--- src/rtl/pwm_duty_stepper_pkg.sv ---
// Shared constants for the PWM duty stepper: default period, reset duty, debounce divider.
// Latency: n/a (constants and a width helper only).
// Backpressure: n/a.
package pwm_duty_stepper_pkg;

  localparam int DEFAULT_DEBOUNCE_DIV = 4;
  localparam int DEFAULT_PERIOD_STEPS = 10;
  localparam int DEFAULT_DUTY_RESET   = 5;

  // Duty must be able to hold 0..steps inclusive.
  function automatic int duty_width(input int steps);
    return $clog2(steps + 1);
  endfunction

endpackage

--- src/rtl/pwm_duty_stepper_if.sv ---
// User-facing signals of the duty stepper tile: enable, two raw buttons, PWM output.
// Latency: n/a (wires only).
// Backpressure: none; buttons are level inputs, PWM_OUT is a free-running waveform.
//   master: drives ena / ui_increase_duty / ui_decrease_duty, observes PWM_OUT
//   slave : the stepper itself
interface pwm_duty_stepper_if;
  logic ena;
  logic ui_increase_duty;
  logic ui_decrease_duty;
  logic PWM_OUT;

  modport master (output ena, output ui_increase_duty, output ui_decrease_duty, input PWM_OUT);
  modport slave  (input ena, input ui_increase_duty, input ui_decrease_duty, output PWM_OUT);
endinterface

--- src/rtl/pwm_duty_stepper_button_debouncer.sv ---
// Button conditioner: 2-flop synchroniser, tick-sampled s1/s2 history, one-clock press pulse.
// Latency: press reported on the second consecutive high tick sample (2 clk sync + up to 2 ticks).
// Backpressure: none; evt is a single-cycle pulse the consumer must take.
//   ports: clk, rst_n (async, active-high), btn_raw (async bouncy), tick (shared sample strobe), evt
module button_debouncer (
  input  logic clk,
  input  logic rst_n,
  input  logic btn_raw,
  input  logic tick,
  output logic evt
);

  logic [1:0] sync_q, sync_d;
  logic       s1_q, s1_d;
  logic       s2_q, s2_d;

  always_comb begin
    sync_d = {sync_q[0], btn_raw};
    s1_d   = s1_q;
    s2_d   = s2_q;
    if (tick) begin
      s1_d = sync_q[1];
      s2_d = s1_q;
    end
    // High now and on the previous tick, low on the one before: a fresh press.
    // s2 stays high while the button is held, so a hold yields a single pulse.
    evt = tick & sync_q[1] & s1_q & ~s2_q;
  end

  always_ff @(posedge clk or posedge rst_n) begin
    if (rst_n) begin
      sync_q <= '0;
      s1_q   <= 1'b0;
      s2_q   <= 1'b0;
    end else begin
      sync_q <= sync_d;
      s1_q   <= s1_d;
      s2_q   <= s2_d;
    end
  end

endmodule

--- src/rtl/pwm_duty_stepper.sv ---
// Fixed-period PWM whose duty is stepped +/-1 step by two debounced push buttons.
// Latency: PWM_OUT registered one clk after the counter; new duty takes effect at the next period start.
// Backpressure: none; ena=0 freezes all counters/duty and forces PWM_OUT low combinationally.
//   ports: clk, rst_n (async, active-high despite the name), bus (slave: ena, buttons in, PWM_OUT out)
module pwm_duty_stepper
  import pwm_duty_stepper_pkg::*;
#(
  parameter int DEBOUNCE_DIV = DEFAULT_DEBOUNCE_DIV,
  parameter int PERIOD_STEPS = DEFAULT_PERIOD_STEPS,
  parameter int DUTY_RESET   = DEFAULT_DUTY_RESET
) (
  input  logic               clk,
  input  logic               rst_n,
  pwm_duty_stepper_if.slave  bus
);

  localparam int TW = (DEBOUNCE_DIV > 1) ? $clog2(DEBOUNCE_DIV) : 1;
  localparam int DW = duty_width(PERIOD_STEPS);

  localparam logic [TW-1:0] TICK_LAST = TW'(DEBOUNCE_DIV - 1);
  localparam logic [DW-1:0] DUTY_MAX  = DW'(PERIOD_STEPS);
  localparam logic [DW-1:0] CNT_LAST  = DW'(PERIOD_STEPS - 1);
  localparam logic [DW-1:0] DUTY_INIT = DW'(DUTY_RESET);

  logic [TW-1:0] tick_cnt_q, tick_cnt_d;
  logic [DW-1:0] duty_q, duty_d;
  logic [DW-1:0] active_duty_q, active_duty_d;
  logic [DW-1:0] pwm_cnt_q, pwm_cnt_d, pwm_cnt_next;
  logic          pwm_out_q, pwm_out_d;
  logic          tick;
  logic          evt_inc, evt_dec;

  // Tick is gated by ena, so a disabled block generates no button events.
  assign tick = bus.ena && (tick_cnt_q == TICK_LAST);

  button_debouncer u_inc (
    .clk     (clk),
    .rst_n   (rst_n),
    .btn_raw (bus.ui_increase_duty),
    .tick    (tick),
    .evt     (evt_inc)
  );

  button_debouncer u_dec (
    .clk     (clk),
    .rst_n   (rst_n),
    .btn_raw (bus.ui_decrease_duty),
    .tick    (tick),
    .evt     (evt_dec)
  );

  always_comb begin
    tick_cnt_d    = tick_cnt_q;
    duty_d        = duty_q;
    pwm_cnt_next  = (pwm_cnt_q == CNT_LAST) ? '0 : pwm_cnt_q + 1'b1;
    pwm_cnt_d     = pwm_cnt_q;
    active_duty_d = active_duty_q;
    pwm_out_d     = pwm_out_q;

    if (bus.ena) begin
      tick_cnt_d = tick ? '0 : tick_cnt_q + 1'b1;

      // Simultaneous presses cancel; both ends saturate.
      if (evt_inc && !evt_dec && (duty_q != DUTY_MAX)) begin
        duty_d = duty_q + 1'b1;
      end else if (evt_dec && !evt_inc && (duty_q != '0)) begin
        duty_d = duty_q - 1'b1;
      end

      pwm_cnt_d = pwm_cnt_next;
      // Duty is only picked up at a period boundary so no period is truncated.
      if (pwm_cnt_next == '0) begin
        active_duty_d = duty_q;
      end
      pwm_out_d = (pwm_cnt_next < active_duty_d);
    end
  end

  always_ff @(posedge clk or posedge rst_n) begin
    if (rst_n) begin
      tick_cnt_q    <= '0;
      duty_q        <= DUTY_INIT;
      active_duty_q <= DUTY_INIT;
      pwm_cnt_q     <= '0;
      pwm_out_q     <= 1'b0;
    end else begin
      tick_cnt_q    <= tick_cnt_d;
      duty_q        <= duty_d;
      active_duty_q <= active_duty_d;
      pwm_cnt_q     <= pwm_cnt_d;
      pwm_out_q     <= pwm_out_d;
    end
  end

  assign bus.PWM_OUT = bus.ena & pwm_out_q;

endmodule

--- src/flat_wrapper.sv ---
// flat-port wrapper written by rule: the top's interface ports become plain ports
module pwm_duty_stepper_flat import pwm_duty_stepper_pkg::*;
#(
  parameter int DEBOUNCE_DIV = DEFAULT_DEBOUNCE_DIV,
  parameter int PERIOD_STEPS = DEFAULT_PERIOD_STEPS,
  parameter int DUTY_RESET   = DEFAULT_DUTY_RESET
)
  (clk, rst_n, bus_ena, bus_ui_increase_duty, bus_ui_decrease_duty, bus_PWM_OUT);
  pwm_duty_stepper_if bus_i ();
  input  logic clk;
  input  logic rst_n;
  input wire logic [$bits(bus_i.ena)-1:0] bus_ena;
  input wire logic [$bits(bus_i.ui_increase_duty)-1:0] bus_ui_increase_duty;
  input wire logic [$bits(bus_i.ui_decrease_duty)-1:0] bus_ui_decrease_duty;
  output wire logic [$bits(bus_i.PWM_OUT)-1:0] bus_PWM_OUT;
  assign bus_i.ena = bus_ena;
  assign bus_i.ui_increase_duty = bus_ui_increase_duty;
  assign bus_i.ui_decrease_duty = bus_ui_decrease_duty;
  assign bus_PWM_OUT = bus_i.PWM_OUT;
  pwm_duty_stepper #(.DEBOUNCE_DIV(DEBOUNCE_DIV), .PERIOD_STEPS(PERIOD_STEPS), .DUTY_RESET(DUTY_RESET)) u_core (.clk(clk), .rst_n(rst_n), .bus(bus_i));
endmodule
--- config.mk ---
export PLATFORM = sky130hd
export DESIGN_NAME = pwm_duty_stepper_flat
export DESIGN_NICKNAME = d
export VERILOG_FILES = /design/src/rtl/pwm_duty_stepper_pkg.sv /design/src/rtl/pwm_duty_stepper_if.sv /design/src/rtl/pwm_duty_stepper_button_debouncer.sv /design/src/rtl/pwm_duty_stepper.sv /design/src/flat_wrapper.sv
export SDC_FILE = /design/constraint.sdc
export NUM_CORES = 1
export LEC_CHECK = 0
export BUFFER_PORTS_ARGS = -buffer_cell sky130_fd_sc_hd__buf_2
export CORE_AREA = 4 4 51 53
export CTS_CLUSTER_SIZE = 24
export DETAILED_ROUTE_END_ITERATION = 6
export DIE_AREA = 0 0 55 57
export PLACE_DENSITY_LB_ADDON = 0.2
export SKIP_CTS_REPAIR_TIMING = 1
export SYNTH_ARGS = -nofsm -noshare
export SYNTH_HDL_FRONTEND = slang
export SYNTH_HIERARCHICAL = 1
export SYNTH_SLANG_ARGS = --single-unit
--- constraint.sdc ---
create_clock -name clk -period 3.9 [get_ports clk]
set_clock_uncertainty 0.1 [all_clocks]
set_input_delay 0.78 -clock clk [delete_from_list [all_inputs] [get_ports clk]]
set_output_delay 0.78 -clock clk [all_outputs]
set_load 0.1 [all_outputs]
==> reports/results.md, run 1 <==
| Quantity | Reported |
|---|---|
| Hold Slack | 239 ps |
| Data arrival at the endpoint of the critical path | 2960 ps |
| Bufs on Longest Clock Path | 2 |
| Highest ir drop seen on vdd | 0.000506 V |
| Max-Slew Margin vs Limit | 60.2% |
| Final Hold Viols | 0 |
| Clock Tree Root | sky130_fd_sc_hd__clkbuf_4 |
| Maximum achievable frequency | 349 MHz |
| Top FF cell, synth | sky130_fd_sc_hd__dfrtp_1 |
| Count of flip-flops with a built-in enable after synthesis | 0 |
| Ranking of synthesized cells by area | sky130_fd_sc_hd__dfrtp_1, sky130_fd_sc_hd__dfstp_2, sky130_fd_sc_hd__mux2_1, sky130_fd_sc_hd__ha_1, sky130_fd_sc_hd__mux2_2 |
| Sequential Power Share | 46.1% |
| Die boundary height | 57 um |
| Commonest cells after routing, fill and taps aside | sky130_fd_sc_hd__dfrtp_1, sky130_fd_sc_hd__mux2_1, sky130_fd_sc_hd__mux2_2, sky130_fd_sc_hd__ha_1, sky130_fd_sc_hd__buf_2 |
| Number of clock sinks | 23 |
| Detailed router's first-iteration violation count | 10 |
| Warnings from Yosys | 6 |
| Clock-pin slew on the worst setup and hold paths | 120 ps |
| Iteration count of the initial detailed-routing pass | 4 |
| Maximum number of pins on one net before global-route repair | 16 |
| TritonCTS clock tree | yes |
| Actual slew at the worst max-slew pin | 597 ps |
| Required time of the worst setup path | 4000 ps |
| Design area | 1350 um^2 |
| Kind of critical path | primary input to flop |
| Element type at the critical path start | primary input |
| Final period util | 73.4% |
| Switching Share | 38.7% |
| Wire length per cell | 14.5 um |
| Latest clock arrival within the worst-skew pair | 310 ps |
| Min Tclk post-route | 2860 ps |
| DPL Wire Length | 1.51 mm |
| Final net count | 121 |
| Combinational fraction of design power | 43.7% |
| TNS Setup | 0 ps |
| Kind of end point of the critical path | flop |
| Number of placed instances with taps included | 132 |
| Final Wtd Congestion | 0.753 |
| Share of final-layout standard cells stronger than drive strength 1 | 26.9% |
| PnR Total Power | 1.06 mW |
| Die X | 55 um |
| Yosys top cell by area | sky130_fd_sc_hd__dfrtp_1 |
| Maximum fanout along the worst path | 12 |
| Run status | complete, no violations |
| Sum of routed wire length over all layers | 1.97 mm |
| Register-to-Register Setup Slack | 1090 ps |
| Count of distinct cell types in the synthesized netlist | 40 |
| Worst min-delay path category | primary input to async pin |
| Synthesized area per cell | 12.5 um^2 |
| Deepest level of the CTS H-tree | 1 |
| NetSw | 0.409 mW |
| Unrepaired setup endpoints after global routing | false |
| Wire length of the first global-routing pass | 3.51 mm |
| Final-report setup violation count | 0 |
| Post-Syn Area | 1300 um^2 |
| Initial Util | 60.4% |
| Die Outline Area | 3140 um^2 |
| Post-DRT Antenna Nets | 0 |
| Remaining Overflow, GRT | 0 |
| Relative contribution of the clock network to total power | 10.2% |
| Critical register-to-register path startpoint | u_core/tick_cnt_q[0] |
| Number of synthesized register bits | 23 |
| Number of buffers inserted during clock tree synthesis | 3 |
| Cell count after synthesis | 104 |
| Number of vias in the routed layout | 781 |
| Post-DP Area | 1320 um^2 |
| Post-synthesis async set-or-reset flop share | 100% |
| Most common library cell in the layout ignoring fill and taps | sky130_fd_sc_hd__dfrtp_1 |
| Cell area power density | 783 nW/um^2 |
| Reg-to-Reg End | u_core/duty_q[3] |
| Number of design rule violations left after detail routing | 0 |
| Total global-route track usage | 15.7% |
| Port bufs | 5 |
| Static Leak | 0.609 nW |
| Worst-case reg-to-reg path depth | 10 |
| Internal Dissipation | 0.648 mW |
| Row cnt | 17 |
| Area growth, synth to finish | 4.05% |
| Max cap viols | 0 |
| Fraction of post-synthesis cell area in the top cell type by area | 36.6% |
| Pins over their slew limit | 0 |
| Routed via count divided by cell count | 5.74 |
| Number of global-route vias before repair | 814 |
| Core area | 2150 um^2 |
| Post-Syn Nets | 116 |
| Antenna violations before repair | 0 |
| Diode insertion count for antenna repair | 0 |
| Top-level port count | 6 |
| Non-filler cells, final | 136 |
| Fraction of the yosys area taken by sequential cells | 44.7% |
worst max-delay path by stage:
| stage | start | endpoint | slack (ps) | cells past startpoint |
|---|---|---|---|---|
| final | bus_ena | u_core/duty_q[3] | 1040 | 10 |
| after CTS | bus_ena | u_core/duty_q[3] | 1030 | 10 |
| after floorplan | bus_ena | u_core/duty_q[3] | 930 | 10 |
| after global routing | bus_ena | u_core/duty_q[3] | 840 | 10 |
| after detailed placement | bus_ena | u_core/duty_q[3] | 690 | 10 |
| after global placement | bus_ena | u_core/duty_q[3] | 810 | 10 |
power by group through the flow:
stage	combinational [mW]	sequential [mW]	clock, mW
after global placement	0.441	0.483	0
after CTS	0.467	0.489	0.111
after detailed placement	0.465	0.495	0
after global routing	0.518	0.508	0.121
after floorplan	0.468	0.414	0
final	0.462	0.488	0.107
metrics by stage:
| stage | setup slack [ps] | util, % |
|---|---|---|
| global placement | 813 | 61.6 |
| detailed placement | 690 | 61.6 |
| CTS | 1030 | 62.8 |
| floorplan | 934 | - |
| global route | 842 | 62.8 |
| finish | 1040 | 62.8 |
synthesized netlist by cell type, types with 2 or more instances:
cell,n
sky130_fd_sc_hd__o21ai_1,2
sky130_fd_sc_hd__xnor2_1,4
sky130_fd_sc_hd__and3_1,2
sky130_fd_sc_hd__a21oi_1,4
sky130_fd_sc_hd__nand3_1,3
sky130_fd_sc_hd__and2_1,2
sky130_fd_sc_hd__mux2_1,7
sky130_fd_sc_hd__ha_1,6
sky130_fd_sc_hd__mux2i_1,4
sky130_fd_sc_hd__nor2_1,2
sky130_fd_sc_hd__dfstp_2,4
sky130_fd_sc_hd__xor2_1,2
sky130_fd_sc_hd__and4b_2,2
sky130_fd_sc_hd__dfrtp_1,19
sky130_fd_sc_hd__nand2b_1,3
sky130_fd_sc_hd__mux2_2,6
sky130_fd_sc_hd__a22o_1,2
sky130_fd_sc_hd__nand2_1,4
sky130_fd_sc_hd__inv_1,3
sky130_fd_sc_hd__buf_2,3
per-layer routing:
metal | global-route usage, % | vias to the layer above | wire, um | part of all wire (%)
met1 | 19.6 | 387 | 877 | 44
li1 | - | 380 | - | -
met2 | 24.8 | 9 | 996 | 50
met5 | 0 | - | 0 | 0
met3 | 3.13 | 5 | 54 | 2.7
met4 | 8.33 | 0 | 46 | 2.3
sequential cells by signal, indices dropped and copies added (netlist names):
register / cells
u_core/u_dec/s1_q: 1
u_core/u_dec/sync_q: 2
u_core/pwm_cnt_q: 4
u_core/duty_q: 4
u_core/u_inc/sync_q: 2
u_core/pwm_out_q: 1
u_core/u_dec/s2_q: 1
u_core/u_inc/s2_q: 1
u_core/u_inc/s1_q: 1
u_core/tick_cnt_q: 2
u_core/active_duty_q: 4
cells by family (layout without fill, tap and decap cells):
| kind of cell | Yosys count | after routing | synth area share [%] |
|---|---|---|---|
| mux | 18 | 18 | 15.5 |
| compound gates | 15 | 15 | 8.58 |
| buf+inv | 9 | 13 | 3.76 |
| flops | 23 | 23 | 44.7 |
| fa+ha+maj | 7 | 7 | 7.33 |
| xor+xnor | 7 | 7 | 6.17 |
| simple gates | 25 | 25 | 13.9 |
layout make-up:
class | instances | area, um^2
inverter | 4 | 15.0
fill | 173 | 798
clock buffer | 4 | 26.3
sequential | 23 | 581
multi-input combinational | 72 | 668
timing repair buffer | 5 | 25.0
tap | 28 | 35.0
critical path, stage by stage:
cell	delay, ps
sky130_fd_sc_hd__buf_2	220
sky130_fd_sc_hd__and2_1	280
sky130_fd_sc_hd__and4b_2	260
sky130_fd_sc_hd__nand2b_1	110
sky130_fd_sc_hd__or2_1	300
sky130_fd_sc_hd__ha_1	350
sky130_fd_sc_hd__a21oi_1	100
sky130_fd_sc_hd__a211oi_1	300
sky130_fd_sc_hd__o211ai_2	130
sky130_fd_sc_hd__xnor2_1	130
(Power assumes the default switching activity.)
==> inputs of run 2 (changes only) <==
Settings changed: ABC_AREA set to 1.
Clock period 3.9 ns to 3 ns, I/O delays scaled along.
==> reports/results.md, run 2 <==
| Quantity | Reported |
|---|---|
| Wire length per cell | 10.8 um |
| Deepest level of the CTS H-tree | 1 |
| Reg-to-Reg End | u_core/duty_q[3] |
| Wire length of the first global-routing pass | 3.33 mm |
| Initial Util | 55.8% |
| Kind of critical path | flop to flop |
| Clock-pin slew on the worst setup and hold paths | 110 ps |
| Run status | complete, no violations |
| Count of flip-flops with a built-in enable after synthesis | 0 |
| Static Leak | 0.674 nW |
| Top post-synthesis cells by count | sky130_fd_sc_hd__nand2_1, sky130_fd_sc_hd__inv_1, sky130_fd_sc_hd__dfrtp_1 |
| Register-to-Register Setup Slack | 640 ps |
| Clock Tree Root | sky130_fd_sc_hd__clkbuf_4 |
| Routed via count divided by cell count | 4.87 |
| Yosys top cell by area | sky130_fd_sc_hd__dfrtp_1 |
| Chain of cells forming the critical path | ha_1 > nand2_1 > inv_1 > nand2_1 > nor2_1 > nand3_2 > ha_1 > a21oi_1 > nand2_1 > xor2_1 > nand2_1 > nand2_1 > nand2_1 |
| Cell area power density | 900 nW/um^2 |
| Area growth, synth to finish | 6.47% |
| Maximum fanout along the worst path | 6 |
| Core area | 2150 um^2 |
| Detailed router's first-iteration violation count | 8 |
| Final period util | 78.8% |
| Fraction of post-synthesis cell area in the top cell type by area | 39.7% |
| Die boundary height | 57 um |
| Bufs on Longest Clock Path | 2 |
| Die X | 55 um |
| TNS Setup | 0 ps |
| Max stage delay cell, worst path | sky130_fd_sc_hd__dfrtp_1 |
| Antenna violations before repair | 0 |
| Final net count | 165 |
| Worst min-delay path category | primary input to async pin |
| Maximum achievable frequency | 423 MHz |
| Max cap viols | 0 |
| Top-level port count | 6 |
| Number of global-route vias before repair | 841 |
| Final-report setup violation count | 0 |
| Post-DRT Antenna Nets | 0 |
| Hold Slack | 74.0 ps |
| Critical register-to-register path startpoint | u_core/tick_cnt_q[0] |
| Number of buffers inserted during clock tree synthesis | 3 |
| Min Tclk post-route | 2360 ps |
| Final Wtd Congestion | 0.826 |
| Row cnt | 17 |
| Post-Syn Area | 1200 um^2 |
| Number of synthesized register bits | 23 |
| Largest registers ranked by flip-flop count | u_core/active_duty_q (4), u_core/duty_q (4), u_core/pwm_cnt_q (4) |
| Number of vias in the routed layout | 877 |
| Post-synthesis async set-or-reset flop share | 100% |
| Top FF cell, synth | sky130_fd_sc_hd__dfrtp_1 |
| Share of final-layout standard cells stronger than drive strength 1 | 11.8% |
| Ranking of synthesized cells by area | sky130_fd_sc_hd__dfrtp_1, sky130_fd_sc_hd__nand2_1, sky130_fd_sc_hd__dfstp_2, sky130_fd_sc_hd__inv_1, sky130_fd_sc_hd__ha_1 |
| Kind of end point of the critical path | flop |
| Die Outline Area | 3140 um^2 |
| Number of clock sinks | 23 |
| Sum of routed wire length over all layers | 1.94 mm |
| Element type at the critical path start | flop |
| Max-Slew Margin vs Limit | 59.5% |
| DPL Wire Length | 1.47 mm |
| Remaining Overflow, GRT | 0 |
| Warnings from Yosys | 6 |
| Cell count after synthesis | 145 |
| Fraction of the yosys area taken by sequential cells | 48.4% |
| Pins over their slew limit | 0 |
| Highest ir drop seen on vdd | 0.000627 V |
| Most repeated cell in the gate-level netlist after synthesis | sky130_fd_sc_hd__nand2_1 |
| Required time of the worst setup path | 3110 ps |
| Iteration count of the initial detailed-routing pass | 4 |
| Post-Syn Nets | 157 |
| Synthesized area per cell | 8.27 um^2 |
| CP most frequent cell | sky130_fd_sc_hd__nand2_1 |
| Most common library cell in the layout ignoring fill and taps | sky130_fd_sc_hd__nand2_1 |
| Delay contributed by the slowest stage of the critical path | 390 ps |
| Worst-case reg-to-reg path depth | 13 |
| TritonCTS clock tree | yes |
| Number of design rule violations left after detail routing | 0 |
| Count of distinct cell types in the synthesized netlist | 24 |
| Total global-route track usage | 14.4% |
| Maximum number of pins on one net before global-route repair | 17 |
| Latest clock arrival within the worst-skew pair | 300 ps |
| Commonest cells after routing, fill and taps aside | sky130_fd_sc_hd__nand2_1, sky130_fd_sc_hd__inv_1, sky130_fd_sc_hd__dfrtp_1 |
| Port bufs | 5 |
| Actual slew at the worst max-slew pin | 607 ps |
| Unrepaired setup endpoints after global routing | false |
| Final Hold Viols | 0 |
| Data arrival at the endpoint of the critical path | 2470 ps |
| Diode insertion count for antenna repair | 0 |
-- run 2: cell types whose count changed after synthesis, moves of 3 or more --
cell | previous run | this run
sky130_fd_sc_hd__o21ai_0 | 0 | 9
sky130_fd_sc_hd__mux2_2 | 6 | 0
sky130_fd_sc_hd__xnor2_1 | 4 | 1
sky130_fd_sc_hd__nand3_1 | 3 | 6
sky130_fd_sc_hd__mux2_1 | 7 | 0
sky130_fd_sc_hd__nand2b_1 | 3 | 0
sky130_fd_sc_hd__nand2_2 | 0 | 3
sky130_fd_sc_hd__mux2i_1 | 4 | 1
sky130_fd_sc_hd__nor2_1 | 2 | 10
sky130_fd_sc_hd__nand2_1 | 4 | 45
sky130_fd_sc_hd__inv_1 | 3 | 24
-- run 2: area by class of cell --
cell class | count | area (um^2)
clock buffers | 4 | 26.3
fillers | 182 | 872
inverters | 24 | 90.1
multi-input cells | 96 | 519
flip-flops and latches | 23 | 581
well taps | 28 | 35.0
repair buffers | 5 | 25.0
-- run 2: how the worst max path moves through the flow --
stage / start / endpoint / slack (ps) / depth (start not counted)
2_1_floorplan: bus_ena / u_core/duty_q[3] / 600 / 13
3_3_place_gp: bus_ena / u_core/duty_q[3] / 500 / 13
3_5_place_dp: bus_ena / u_core/duty_q[3] / 400 / 13
4_1_cts: u_core/tick_cnt_q[0] / u_core/duty_q[3] / 630 / 13
5_1_grt: u_core/tick_cnt_q[0] / u_core/duty_q[3] / 390 / 13
6_report: u_core/tick_cnt_q[0] / u_core/duty_q[3] / 640 / 13
-- run 2: report_power, final --
| part | switching (mW) | internal [mW] | leakage, nW |
|---|---|---|---|
| logic | 0.287 | 0.192 | 0.381 |
| registers | 0.0928 | 0.440 | 0.277 |
| clock network | 0.0845 | 0.0519 | 0.0150 |
-- run 2: critical path, delay by kind of cell, from the launching register on --
kind	cells	cell delay, ps
buffers and inverters	1	140
and+or+nand+nor	8	750
xor gates and xnor gates	1	190
DFF	1	390
adders and majority gates	2	550
AOI/OAI and AO/OA	1	150
-- run 2: per-layer routing --
layer	track usage (%)	share of wire, %	wire length (um)
met5	0	0	0
met4	4.51	0.52	10
met3	5.48	3.6	69
met2	23.0	47	918
met1	17.8	49	942
-- run 2: metrics by stage --
| stage | setup WS, ps | area (um^2) | utilization [%] | total power, mW | std cells |
|---|---|---|---|---|---|
| 6_report | 637 | 1280 | 59.4 | 1.15 | 180 |
| 4_1_cts | 631 | 1280 | 59.4 | 1.16 | 180 |
| 2_1_floorplan | 598 | 1200 | - | 0.915 | 145 |
| 5_1_grt | 395 | 1280 | 59.4 | 1.28 | 180 |
| 3_3_place_gp | 502 | 1250 | 58.2 | 0.992 | 176 |
| 3_5_place_dp | 405 | 1250 | 58.2 | 1.02 | 176 |
-- run 2: logic make-up (layout without fill, tap and decap cells) --
logic type / Yosys count / count (layout) / synth area share, %
mux: 1 / 1 / 0.835
xor+xnor: 3 / 3 / 2.19
flops: 23 / 23 / 48.4
buf+inv: 26 / 33 / 8.25
simple gates: 67 / 67 / 23.2
fa+ha+maj: 7 / 7 / 7.93
compound gates: 18 / 18 / 9.19
